`src/rtl/uart_pkg.sv`:
```
// Shared types and constants for the UART command controller.
// Parser states, error codes and the checksum helper.
package uart_pkg;

  typedef enum logic [1:0] {
    IDLE,
    ADDR,
    DATA,
    CHK
  } state_t;

  localparam logic [1:0] ERR_NONE  = 2'b00;
  localparam logic [1:0] ERR_CHK   = 2'b01;
  localparam logic [1:0] ERR_RANGE = 2'b10;
  localparam logic [1:0] ERR_TMO   = 2'b11;

  localparam logic [7:0] SYNC_DEF = 8'hA5;

  function automatic logic [7:0] chk_sum(
    input logic [7:0] a,
    input logic [7:0] d
  );
    return a + d;
  endfunction

endpackage

```
`src/rtl/uart_reg_bank.sv`:
```
// 16x8 configuration register bank.
// One synchronous write port, one asynchronous read port.
module uart_reg_bank (
  input  logic       clk,
  input  logic       rst_n,
  input  logic       i_we,
  input  logic [3:0] i_waddr,
  input  logic [7:0] i_wdata,
  input  logic [3:0] i_raddr,
  output logic [7:0] o_rdata
);

  logic [7:0] r_mem [16];

  always_ff @(posedge clk or negedge rst_n) begin
    if (!rst_n) begin
      for (int i = 0; i < 16; i++) begin
        r_mem[i] <= '0;
      end
    end else if (i_we) begin
      r_mem[i_waddr] <= i_wdata;
    end
  end

  assign o_rdata = r_mem[i_raddr];

endmodule

```
`src/rtl/uart_cmd_ctrl.sv`:
```
// Frame parser behind the UART receiver: SYNC, ADDR, DATA, CHK.
// Validated frames commit to the register bank; bad ones report err_code.
module uart_cmd_ctrl
  import uart_pkg::*;
#(
  parameter int         CLK_FREQ      = 50000000,
  parameter int         UART_BPS      = 9600,
  parameter int         TIMEOUT_BYTES = 3,
  parameter logic [7:0] SYNC_BYTE     = SYNC_DEF
) (
  input  logic       clk,
  input  logic       rst_n,
  input  logic       rx_valid,
  input  logic [7:0] rx_data,
  input  logic [3:0] rd_addr,
  output logic [7:0] rd_data,
  output logic       reg_wr_en,
  output logic [3:0] reg_wr_addr,
  output logic [7:0] reg_wr_data,
  output logic       frame_ok,
  output logic       frame_err,
  output logic [1:0] err_code,
  output logic       busy
);

  localparam int LIMIT = TIMEOUT_BYTES * 10 * (CLK_FREQ / UART_BPS);
  localparam int CW    = $clog2(LIMIT + 1);
  localparam logic [CW-1:0] LIM_M1 = CW'(LIMIT - 1);

  state_t      r_state;
  logic [7:0]  r_addr;
  logic [7:0]  r_data;
  logic [CW-1:0] r_cnt;
  logic        r_wr_en;
  logic [3:0]  r_wr_addr;
  logic [7:0]  r_wr_data;
  logic        r_ok;
  logic        r_err;
  logic [1:0]  r_code;

  logic w_chk_byte;
  logic w_bad_chk;
  logic w_bad_rng;
  logic w_commit;

  assign w_chk_byte = rx_valid && (r_state == CHK);
  assign w_bad_chk  = chk_sum(r_addr, r_data) != rx_data;
  assign w_bad_rng  = !w_bad_chk && (r_addr[7:4] != 4'h0);
  assign w_commit   = w_chk_byte && !w_bad_chk && !w_bad_rng;

  uart_reg_bank u_bank (
    .clk     (clk),
    .rst_n   (rst_n),
    .i_we    (w_commit),
    .i_waddr (r_addr[3:0]),
    .i_wdata (r_data),
    .i_raddr (rd_addr),
    .o_rdata (rd_data)
  );

  always_ff @(posedge clk or negedge rst_n) begin
    if (!rst_n) begin
      r_state   <= IDLE;
      r_addr    <= '0;
      r_data    <= '0;
      r_cnt     <= '0;
      r_wr_en   <= 1'b0;
      r_wr_addr <= '0;
      r_wr_data <= '0;
      r_ok      <= 1'b0;
      r_err     <= 1'b0;
      r_code    <= ERR_NONE;
    end else begin
      r_wr_en <= 1'b0;
      r_ok    <= 1'b0;
      r_err   <= 1'b0;
      // An arriving byte always beats an expiring timer.
      if (rx_valid || r_state == IDLE) begin
        r_cnt <= '0;
      end else if (r_cnt == LIM_M1) begin
        r_cnt   <= '0;
        r_state <= IDLE;
        r_err   <= 1'b1;
        r_code  <= ERR_TMO;
      end else begin
        r_cnt <= r_cnt + CW'(1);
      end
      if (rx_valid) begin
        unique case (r_state)
          IDLE: begin
            if (rx_data == SYNC_BYTE) r_state <= ADDR;
          end
          ADDR: begin
            r_addr  <= rx_data;
            r_state <= DATA;
          end
          DATA: begin
            r_data  <= rx_data;
            r_state <= CHK;
          end
          CHK: begin
            r_state <= IDLE;
            unique case (1'b1)
              w_bad_chk: begin
                r_err  <= 1'b1;
                r_code <= ERR_CHK;
              end
              w_bad_rng: begin
                r_err  <= 1'b1;
                r_code <= ERR_RANGE;
              end
              default: begin
                r_wr_en   <= 1'b1;
                r_ok      <= 1'b1;
                r_code    <= ERR_NONE;
                r_wr_addr <= r_addr[3:0];
                r_wr_data <= r_data;
              end
            endcase
          end
          default: r_state <= IDLE;
        endcase
      end
    end
  end

  assign reg_wr_en   = r_wr_en;
  assign reg_wr_addr = r_wr_addr;
  assign reg_wr_data = r_wr_data;
  assign frame_ok    = r_ok;
  assign frame_err   = r_err;
  assign err_code    = r_code;
  assign busy        = (r_state != IDLE);

endmodule

```
`config.mk`:
```
export PLATFORM = sky130hd
export DESIGN_NAME = uart_cmd_ctrl
export DESIGN_NICKNAME = d
export VERILOG_FILES = /design/src/rtl/uart_pkg.sv /design/src/rtl/uart_reg_bank.sv /design/src/rtl/uart_cmd_ctrl.sv
export SDC_FILE = /design/constraint.sdc
export NUM_CORES = 1
export LEC_CHECK = 0
export CELL_PAD_IN_SITES_DETAIL_PLACEMENT = 1
export CELL_PAD_IN_SITES_GLOBAL_PLACEMENT = 1
export CORE_UTILIZATION = 46
export CTS_CLUSTER_DIAMETER = 100
export CTS_CLUSTER_SIZE = 40
export DETAILED_ROUTE_END_ITERATION = 6
export GPL_ROUTABILITY_DRIVEN = 0
export PLACE_DENSITY = 0.72
export SETUP_SLACK_MARGIN = 0.3
export SKIP_LAST_GASP = 1
export SLEW_MARGIN = 10
export SYNTH_ARGS = -nofsm -noshare
export SYNTH_HDL_FRONTEND = slang
export SYNTH_SLANG_ARGS = --single-unit
```
`constraint.sdc`:
```
create_clock -name clk -period 3.4 [get_ports clk]
set_input_delay 0.68 -clock clk [delete_from_list [all_inputs] [get_ports clk]]
set_output_delay 0.68 -clock clk [all_outputs]
set_load 0.02 [all_outputs]
```
* After elaboration in Yosys (flattened, before gate mapping) *
Cells that the tools add are included.

cells by class
  $add $sub $neg = 2
  $lt $le $gt $ge = 3
  eq/ne operators = 6
  multiplexer cells = 26
  bitwise operators = 3
  reductions and logical operators = 15

operators by type and width
  operator                 count
  $bwmux W128              1
  $mux W18                 2
  $bmux W8 S4              1
  $demux W8 S4             1
  $mux W8                  3
  $add A18 B1 Y18 const B  1
  $eq A18 B18 Y1 const B   1
  $mux W2                  8
  $ge A5 B5 Y1 const B     2
  $not A4 Y5               2
  $add A8 B8 Y8            1
  $eq A8 B8 Y1 const B     1
  $mux W1                  8
  $ne A8 B8 Y1             1
  $pmux W2 S4              1
  $logic_and A1 B1 Y1      5
  $lt A5 B1 Y1 const B     1
  $eq A2 B2 Y1 const B     2
  $pmux W2 S2              1
  $reduce_and A2 Y1        2
  $reduce_bool A4 Y1       1
  $reduce_and A3 Y1        1
  $eq A2 B1 Y1 const B     1
  $logic_not A1 Y1         2
  other kinds (5)          5

storage, ports and cells
  flip-flop bits (word level) = 180
  word-level logic and storage cells = 80

* Logic depth before layout (Yosys ltp) *
Gate-level depths: netlist (run 1).

  word-level depth = 8
  gate-level depth with buffers = 12
  depth with buffers taken out = 9

* Cells and area by module *
A second synthesis (run 1) with hierarchy kept.

second synthesis, totals
  cells, all modules = 603
  area total of the unflattened synthesis = 8,633.3 um2

modules (own cells, without submodules)
  module         times used  cells each  area each (um2)
  uart_reg_bank  1           365         5,915.7
  uart_cmd_ctrl  1           238         2,717.6

* Worst setup path after synthesis (run 1) *
OpenSTA, ideal clock, no wires.

  kind = flip-flop to flip-flop
  start = register r_data[0]
  end = register u_bank.r_mem[100] (netlist name)
  setup time = 0.125 ns
  arrival time = 3.146 ns
  setup slack = 0.129 ns
  stages on the path, launching flop included = 12
  buffers on the path = 2
  period minus slack after synthesis = 3.271 ns
  cell sequence = dfrtp_1 > ha_1 > fa_1 > a211oi_1 > o2111a_1 > a21oi_1 > a32oi_1 > nand4_1 > buf_6 > buf_6 > nor4_4 > mux2_2

between the ends
  cells in the longest elaborated chain, start to end = 6
  elaborated cells on any way between the ends = 7
  those cells by class = add/sub: 1; eq/ne: 1; reduce/logical: 5

ends and longest elaborated chain
  what                             line                                      text
  from (decl)                      uart_cmd_ctrl.sv:32                       logic [7:0] r_data;
  from (signal assigned)           uart_cmd_ctrl.sv:98                       r_data <= rx_data;
  $add A8 B8 Y8 *                  uart_pkg.sv:23                            return a + d;
  $ne A8 B8 Y1 *                   uart_cmd_ctrl.sv:47                       assign w_bad_chk = chk_sum(r_addr, r_data) != rx_data;
  $logic_not A1 Y1 *               uart_cmd_ctrl.sv:48, uart_cmd_ctrl.sv:49
  $logic_and A1 B1 Y1              uart_cmd_ctrl.sv:48                       assign w_bad_rng = !w_bad_chk && (r_addr[7:4] != 4'h0);
  $logic_not A1 Y1                 uart_cmd_ctrl.sv:49                       assign w_commit = w_chk_byte && !w_bad_chk && !w_bad_rng;
  $logic_and A1 B1 Y1 *            uart_cmd_ctrl.sv:49
  to (signal, indexed assignment)  uart_reg_bank.sv:21                       r_mem[i_waddr] <= i_wdata;
  to (decl)                        uart_reg_bank.sv:13                       logic [7:0] r_mem [16];

Every way passes the cells marked *; elsewhere a longest branch is shown, timed or not.
A chain may end at the register's enable or synchronous reset.

* Worst setup path in the final report (run 1) *
  start = register r_addr[0]
  end = register u_bank.r_mem[76] (netlist name)

between the ends
  cells in the longest elaborated chain, start to end = 6
  elaborated cells on any way between the ends = 14
  those cells by class = add/sub: 1; order compare: 2; eq/ne: 1; mux: 3; bitwise: 1; reduce/logical: 6

ends and longest elaborated chain
  what                                                            line                                                           text
  from (decl)                                                     uart_cmd_ctrl.sv:31                                            logic [7:0] r_addr;
  from (signal assigned)                                          uart_cmd_ctrl.sv:94                                            r_addr <= rx_data;
  $add A8 B8 Y8 / $not A4 Y5 (equally long branches)              uart_pkg.sv:23, uart_reg_bank.sv:21
  $ne A8 B8 Y1 (tied with other cells)                            uart_cmd_ctrl.sv:47
  $logic_not A1 Y1 / $logic_and A1 B1 Y1 (equally long branches)  uart_cmd_ctrl.sv:48, uart_cmd_ctrl.sv:49, uart_reg_bank.sv:21
  $logic_and A1 B1 Y1 / $mux W8 (equally long branches)           uart_cmd_ctrl.sv:48, uart_reg_bank.sv:21
  $logic_not A1 Y1 / $demux W8 S4 (equally long branches)         uart_cmd_ctrl.sv:49, uart_reg_bank.sv:21
  $logic_and A1 B1 Y1 / $bwmux W128 (equally long branches)       uart_cmd_ctrl.sv:49, uart_reg_bank.sv:21

Parallel ways exist; a longest one is shown, timed or not.

==> implementation parameters, run 1 <==
Parameter                              Value

Place
  Placed inst area ... 9790 µm²
  Detailed-placement wirelength estimate ... roughly 14000 µm
  Quantity of I/O buffers inserted on ports ... 40

Synth
  Post-synth design cell area ... 8640 µm²
  Gate Count Post-Synth ... 575
  Post-synthesis async set-or-reset flop share ... 1.00
  Top cells by count, synth ... sky130_fd_sc_hd__dfrtp_1 (180), sky130_fd_sc_hd__mux2_2 (153), sky130_fd_sc_hd__mux4_2 (40)
  Post-synth EDFFs ... 0
  Number of unique standard cell types used by synthesis ... 43
  Cell type contributing the most total cell area after synthesis ... sky130_fd_sc_hd__dfrtp_1
  Top area cells in the synthesized netlist ... sky130_fd_sc_hd__dfrtp_1 (52%), sky130_fd_sc_hd__mux2_2 (20%), sky130_fd_sc_hd__mux4_2 (10%)
  Top-area cell type share of the netlist area ... 0.521
  Yosys warning count ... 0
  Mean instance size in the synthesized netlist ... 15.0 µm²
  FF+latch count, synth ... 180
  Syn Nets ... 603
  Top FF cell, synth ... sky130_fd_sc_hd__dfrtp_1
  Sequential cell area fraction in the yosys report ... 0.521
  Most repeated cell in the gate-level netlist after synthesis ... sky130_fd_sc_hd__dfrtp_1

Timing
  Unrepaired setup endpoints after global routing ... true
  Count of endpoints failing setup in the final report ... 0
  Highest attainable clock frequency ... 297 MHz
  Final period util ... 0.990
  Shortest clock period the worst path allows after layout ... approximately 3.4 ns
  Slew Viols, Final ... 0
  Worst clock skew on the final layout ... 0.0153 ns
  Final Hold Slack ... 0.323 ns
  Final total negative setup slack ... 0 ns
  Actual slew at the worst max-slew pin ... around 1.1 ns
  Count of endpoints failing hold in the final timing report ... 0
  Max transition margin ... 0.295

Power
  Power per cell area ... around 590 nW/µm²
  Highest ir drop seen on vdd ... ~0.48 mV
  Leak pwr ... around 5.1 nW

Cells and area
  Core Util, Final ... 0.602
  Layout area overhead ... 26.9%
  Final cell area excluding filler cells ... 11000 µm²
  Fraction of final layout cells with drive strength greater than 1 ... 0.480
  Number of nets at the end of the flow ... between 700 and 800
  Antenna diode instance count ... 0
  Fill count ... 1675

Critical path
  Reg2reg setup slack ... 0.04 ns
  Critical path type ... flop to flop
  Category of the worst setup path capture point ... flop
  Critical R2R Launch ... r_addr[0]$_DFFE_PN0P_
  FF-to-FF path depth ... 13
  Kind of start point of the critical path ... flop
  Crit-path max FO ... 8
  Reg-to-reg critical path endpoint ... u_bank.r_mem[76]$_DFFE_PN0P_
  Required time at the endpoint of the critical path ... around 3.7 ns
  Data arrival time at the worst-slack endpoint ... about 3.7 ns

Clock network
  CTS sink cnt ... 180
  Clock insertion delay at the later pin of the skew report ... 0.45 ns
  H-Tree Depth ... 4
  Clock tree from TritonCTS ... yes
  Total clock buffers created by CTS ... 17
  Clock slew at reported path FFs ... 0.07 ns
  Post-CTS Hold Fix Bufs ... 0
  CTS Buffer Depth ... 2
  Master cell of the clock root buffer ... sky130_fd_sc_hd__clkbuf_16

Floorplanning
  Cell row count ... 49
  Area enclosed by the die boundary ... 19300 µm²
  Count of pins on the block boundary ... roughly 40
  Die span in x ... 139 µm
  Starting density of the core ... 0.475
  Y dimension of the die ... 139 µm
  Placeable Area ... 18200 µm²

Detailed routing
  Via count of the routed design ... between 5000 and 6000
  Remaining antenna violation count ... 0
  Via-to-Cell Ratio ... around 5.9
  Starting DRT DRC Count ... between 300 and 400
  DRC violations left ... 0
  Per-cell routed wire length ... approximately 26 µm
  Initial DRT Pass Iterations ... 6
  Detailed-route wire length ... 23500 µm

Global route
  Initial antenna violation count ... 1
  Global-route congestion overflow total ... 0
  Total routing usage reported by global routing ... 0.264
  Global-route wire length before repair ... between 30000 and 40000 µm
  Pin count of the biggest net entering global routing ... 181
  Number of global-route vias before repair ... about 6200

Run
  Number of maximum-capacitance violations ... 0

Outcome
  Result of the run ... finished, final reports clean

Hold path
  Kind of path behind the tightest hold check ... primary input to asynchronous set/reset pin
==> power breakdown <==
part / leakage [nW] / switching, mW / total, mW / internal, mW
combinational: 2.32 / 1.29 / 2.19 / 0.900
sequential: 2.47 / 0.112 / 2.39 / 2.28
clock: 0.279 / 0.923 / 1.89 / 0.967
total: 5.07 / 2.33 / 6.48 / 4.15
==> layer usage <==
metal  track usage  vias up  share of wire
met3        0.0511       35          0.044
met5             0        -        0.00055
met2         0.454      106           0.52
met4        0.0930        2          0.021
met1         0.335     2932           0.42
li1              -     2330              -
==> layout by cell type (no fill, tap or decap), types with 15 or more instances in the layout <==
cell,n
sky130_fd_sc_hd__nor4_4,15
sky130_fd_sc_hd__clkdlybuf4s50_1,28
sky130_fd_sc_hd__nor2_1,28
sky130_fd_sc_hd__buf_12,18
sky130_fd_sc_hd__mux2_2,72
sky130_fd_sc_hd__mux2_4,81
sky130_fd_sc_hd__clkbuf_16,17
sky130_fd_sc_hd__nand2_1,15
sky130_fd_sc_hd__dfrtp_1,180
sky130_fd_sc_hd__mux4_2,40
sky130_fd_sc_hd__buf_4,39
==> flip-flops by register name (all words and copies together) (netlist names), named ones only <==
register      cells
u_bank.r_mem    128
r_cnt            18
r_data            8
reg_wr_addr       4
frame_err         1
reg_wr_data       8
r_state           1
frame_ok          1
err_code          2
r_addr            8
==> critical path, stage by stage (launching register included) <==
cell and delay [ns]:
sky130_fd_sc_hd__dfrtp_1 0.40, sky130_fd_sc_hd__ha_2 0.21, sky130_fd_sc_hd__fa_2 0.38, sky130_fd_sc_hd__xnor2_1 0.24
sky130_fd_sc_hd__xnor2_1 0.10, sky130_fd_sc_hd__nor4_1 0.38, sky130_fd_sc_hd__nand4_1 0.20, sky130_fd_sc_hd__buf_6 0.18
sky130_fd_sc_hd__buf_12 0.14, sky130_fd_sc_hd__buf_12 0.14, sky130_fd_sc_hd__buf_4 0.13, sky130_fd_sc_hd__nor4_4 0.16
sky130_fd_sc_hd__buf_6 0.21, sky130_fd_sc_hd__mux2_2 0.36
==> timing repair <==
action | CTS | global route
pin swaps | 16 | 3
resized for setup | 121 | 14
endpoints found under the setup margin | 148 | 147
cloned | 2 | 0
buffers inserted | 13 | 2
==> worst max path at each step <==
stage	end	cells past startpoint	from
after floorplan	u_bank.r_mem[100]$_DFFE_PN0P_	11	r_data[0]$_DFFE_PN0P_
after global placement	u_bank.r_mem[114]$_DFFE_PN0P_	10	rx_data[5]
after detailed placement	u_bank.r_mem[115]$_DFFE_PN0P_	10	rx_data[5]
after CTS	u_bank.r_mem[102]$_DFFE_PN0P_	12	r_data[1]$_DFFE_PN0P_
after global routing	u_bank.r_mem[76]$_DFFE_PN0P_	14	r_addr[0]$_DFFE_PN0P_
final	u_bank.r_mem[76]$_DFFE_PN0P_	13	r_addr[0]$_DFFE_PN0P_
==> final cells by class <==
cell class              count  area (µm²)  share of cell area
flip-flops and latches    180        4500               0.411
repair buffers            112        1240               0.113
multi-input cells         361        4350               0.397
inverters                   6        22.5             0.00205
well taps                 229         287              0.0261
clock inverters            14         140              0.0128
clock buffers              17         425              0.0388
==> kinds of logic after synthesis <==
| family | count (synthesis) | synth area share |
|---|---|---|
| and+or+nand+nor | 101 | 0.0882 |
| DFF | 180 | 0.521 |
| buffers and inverters | 34 | 0.0172 |
| AOI/OAI and AO/OA | 22 | 0.0164 |
| adders and majority gates | 13 | 0.0197 |
| muxes | 198 | 0.310 |
| xor gates and xnor gates | 27 | 0.0274 |
==> stage by stage <==
step,power [mW],cells,setup WS [ns]
2_1_floorplan,3.63,575,0.330
3_3_place_gp,4.22,871,-0.254
3_5_place_dp,4.33,871,-0.398
4_1_cts,6.43,917,0.199
5_1_grt,6.75,919,0.0143
6_report,6.48,919,0.0352
Note: power is estimated with default switching activity, not from simulation.
==> run 2, diff against run 1 <==
- CORE_UTILIZATION: 46 -> 49
- PLACE_DENSITY: 0.72 -> 0.73
- clock period: 3.4 -> 3.86 ns (I/O delays scaled with it)
==> implementation parameters, run 2 (same netlist as run 1, synthesis figures left out) <==
Parameter                              Value

Timing
  Count of endpoints failing setup in the final report ... 0
  Slew Viols, Final ... 0
  Actual slew at the worst max-slew pin ... about 0.83 ns
  Final total negative setup slack ... 0 ns
  Final period util ... 0.909
  Max transition margin ... 0.444
  Highest attainable clock frequency ... 285 MHz
  Worst clock skew on the final layout ... just under 0.01 ns
  Count of endpoints failing hold in the final timing report ... 0
  Shortest clock period the worst path allows after layout ... 3.51 ns
  Unrepaired setup endpoints after global routing ... true

Global route
  Total routing usage reported by global routing ... 0.260
  Pin count of the biggest net entering global routing ... slightly below 90
  Global-route congestion overflow total ... 0
  Initial antenna violation count ... 0
  Number of global-route vias before repair ... 5871
  Global-route wire length before repair ... 34800 µm

Cells and area
  Most frequent cells in the layout ... sky130_fd_sc_hd__dfrtp_1 (178), sky130_fd_sc_hd__mux2_2 (153), sky130_fd_sc_hd__mux4_2 (40)
  Leading cell type in the layout, fill and taps excluded ... sky130_fd_sc_hd__dfrtp_1
  Area of the multi-input gates ... 3990 µm²
  Layout area overhead ... 18.6%
  Antenna diode instance count ... 0
  Fill count ... 1597
  Core Util, Final ... 0.595
  Fraction of final layout cells with drive strength greater than 1 ... 0.435
  Number of nets at the end of the flow ... between 600 and 700
  Sequential cell area ... 4510 µm²
  Flip-flop count of the largest register after layout ... approximately 130
  Largest register by flop count ... u_bank.r_mem
  Top Registers ... u_bank.r_mem x128, r_cnt x18

Critical path
  Critical path, cell by cell ... dlygate4sd2_1, bufbuf_16, mux4_2, mux4_2, clkdlybuf4s50_1
  Category of the worst setup path capture point ... primary output
  Data arrival time at the worst-slack endpoint ... between 2 and 3 ns
  Required time at the endpoint of the critical path ... approximately 3 ns
  Kind of start point of the critical path ... primary input
  Critical path type ... primary input to primary output
  Crit-path max FO ... 16
  Peak per-stage delay on the critical path ... ~0.55 ns
  Cell with the most instances on the worst path ... sky130_fd_sc_hd__mux4_2
  Crit-path slowest cell ... sky130_fd_sc_hd__clkdlybuf4s50_1

Clock network
  H-Tree Depth ... 4
  Number of buffers inserted by post-CTS setup repair ... 0
  CTS sink cnt ... 180
  CTS Buffer Depth ... 2
  Post-CTS Hold Fix Bufs ... 0
  Master cell of the clock root buffer ... sky130_fd_sc_hd__clkbuf_16
  Clock slew at reported path FFs ... 0.06 ns
  Total clock buffers created by CTS ... 17
  Clock insertion delay at the later pin of the skew report ... 0.43 ns
  Clock tree from TritonCTS ... yes

Power
  Highest ir drop seen on vdd ... slightly above 0.4 mV
  Power per cell area ... between 500 and 600 nW/µm²
  Leak pwr ... 4.84 nW

Floorplanning
  Area enclosed by the die boundary ... between 15000 and 20000 µm²
  Count of pins on the block boundary ... slightly above 40
  Starting density of the core ... 0.501
  Cell row count ... 48
  Y dimension of the die ... 135 µm
  Placeable Area ... 17200 µm²
  Die span in x ... 135 µm

Outcome
  Result of the run ... finished, final reports clean

Place
  Detailed-placement wirelength estimate ... 14000 µm
  Quantity of I/O buffers inserted on ports ... 40

Detailed routing
  Starting DRT DRC Count ... 270
  Via-to-Cell Ratio ... 5.96
  DRC violations left ... 0
  Remaining antenna violation count ... 0
  Via count of the routed design ... 5265
  Per-cell routed wire length ... 24.6 µm
  Detailed-route wire length ... 21700 µm
  Initial DRT Pass Iterations ... 4

Hold path
  Kind of path behind the tightest hold check ... primary input to asynchronous set/reset pin

Run
  Number of maximum-capacitance violations ... 0
run 2: area by class of cell:
| class | count | share of cell area |
|---|---|---|
| clock inverter | 11 | 0.0150 |
| timing repair buffer | 81 | 0.0830 |
| tap | 225 | 0.0275 |
| clock buffer | 19 | 0.0432 |
| inverter | 6 | 0.00220 |
| sequential | 180 | 0.440 |
| multi-input combinational | 361 | 0.389 |
run 2: timing repair:
item | 4_1_cts | 5_1_grt
cloned | 1 | 1
pin swaps | 0 | 1
endpoints found under the setup margin | 29 | 12
gates resized for setup | 5 | 4
run 2: worst max-delay path, delay by kind of cell:
kind	cells	cell delay (ns)
muxes	2	0.78
buffers and inverters	3	1.18
run 2: worst paths after layout:
| path | startpoint | cells after the start | end | slack, ns |
|---|---|---|---|---|
| worst max register to register | r_data[5]$_DFFE_PN0P_ | 10 | u_bank.r_mem[13]$_DFFE_PN0P_ | 0.43 |
| worst min-delay path | rst_n | 1 | r_cnt[14]$_DFF_PN0_ | 0.42 |
| min in group clk | r_cnt[0]$_DFF_PN0_ | 1 | r_cnt[0]$_DFF_PN0_ | 0.47 |
| worst min register to register | r_cnt[0]$_DFF_PN0_ | 1 | r_cnt[0]$_DFF_PN0_ | 0.47 |
| max in group asynchronous | rst_n | 2 | u_bank.r_mem[115]$_DFFE_PN0P_ | 2.44 |
| worst max-delay path | rd_addr[1] | 5 | rd_data[3] | 0.35 |
run 2: per-layer routing:
layer	wire, µm	vias to the layer above	track usage
li1	-	2282	-
met1	9630	2881	0.350
met2	11200	82	0.442
met3	640	20	0.0488
met4	253	0	0.0518
met5	0	-	0
run 2: per-stage QoR:
stage	instances	hold WS, ns	area, µm²	total power, mW	setup slack (ns)
finish	883	0.416	10300	5.46	0.350
global route	883	0.483	10300	5.70	0.290
CTS	882	0.447	10200	5.49	0.302
detailed placement	851	0.469	9590	3.67	0.0893
global placement	851	0.441	9590	3.58	0.169
floorplan	575	0.425	8640	3.19	0.457
run 2: where the power goes:
part           switching, mW  leakage (nW)  total, mW  internal [mW]
sequential             0.181          2.47       2.19           2.01
clock                  0.747         0.285       1.78           1.03
combinational          0.911          2.09       1.49          0.581
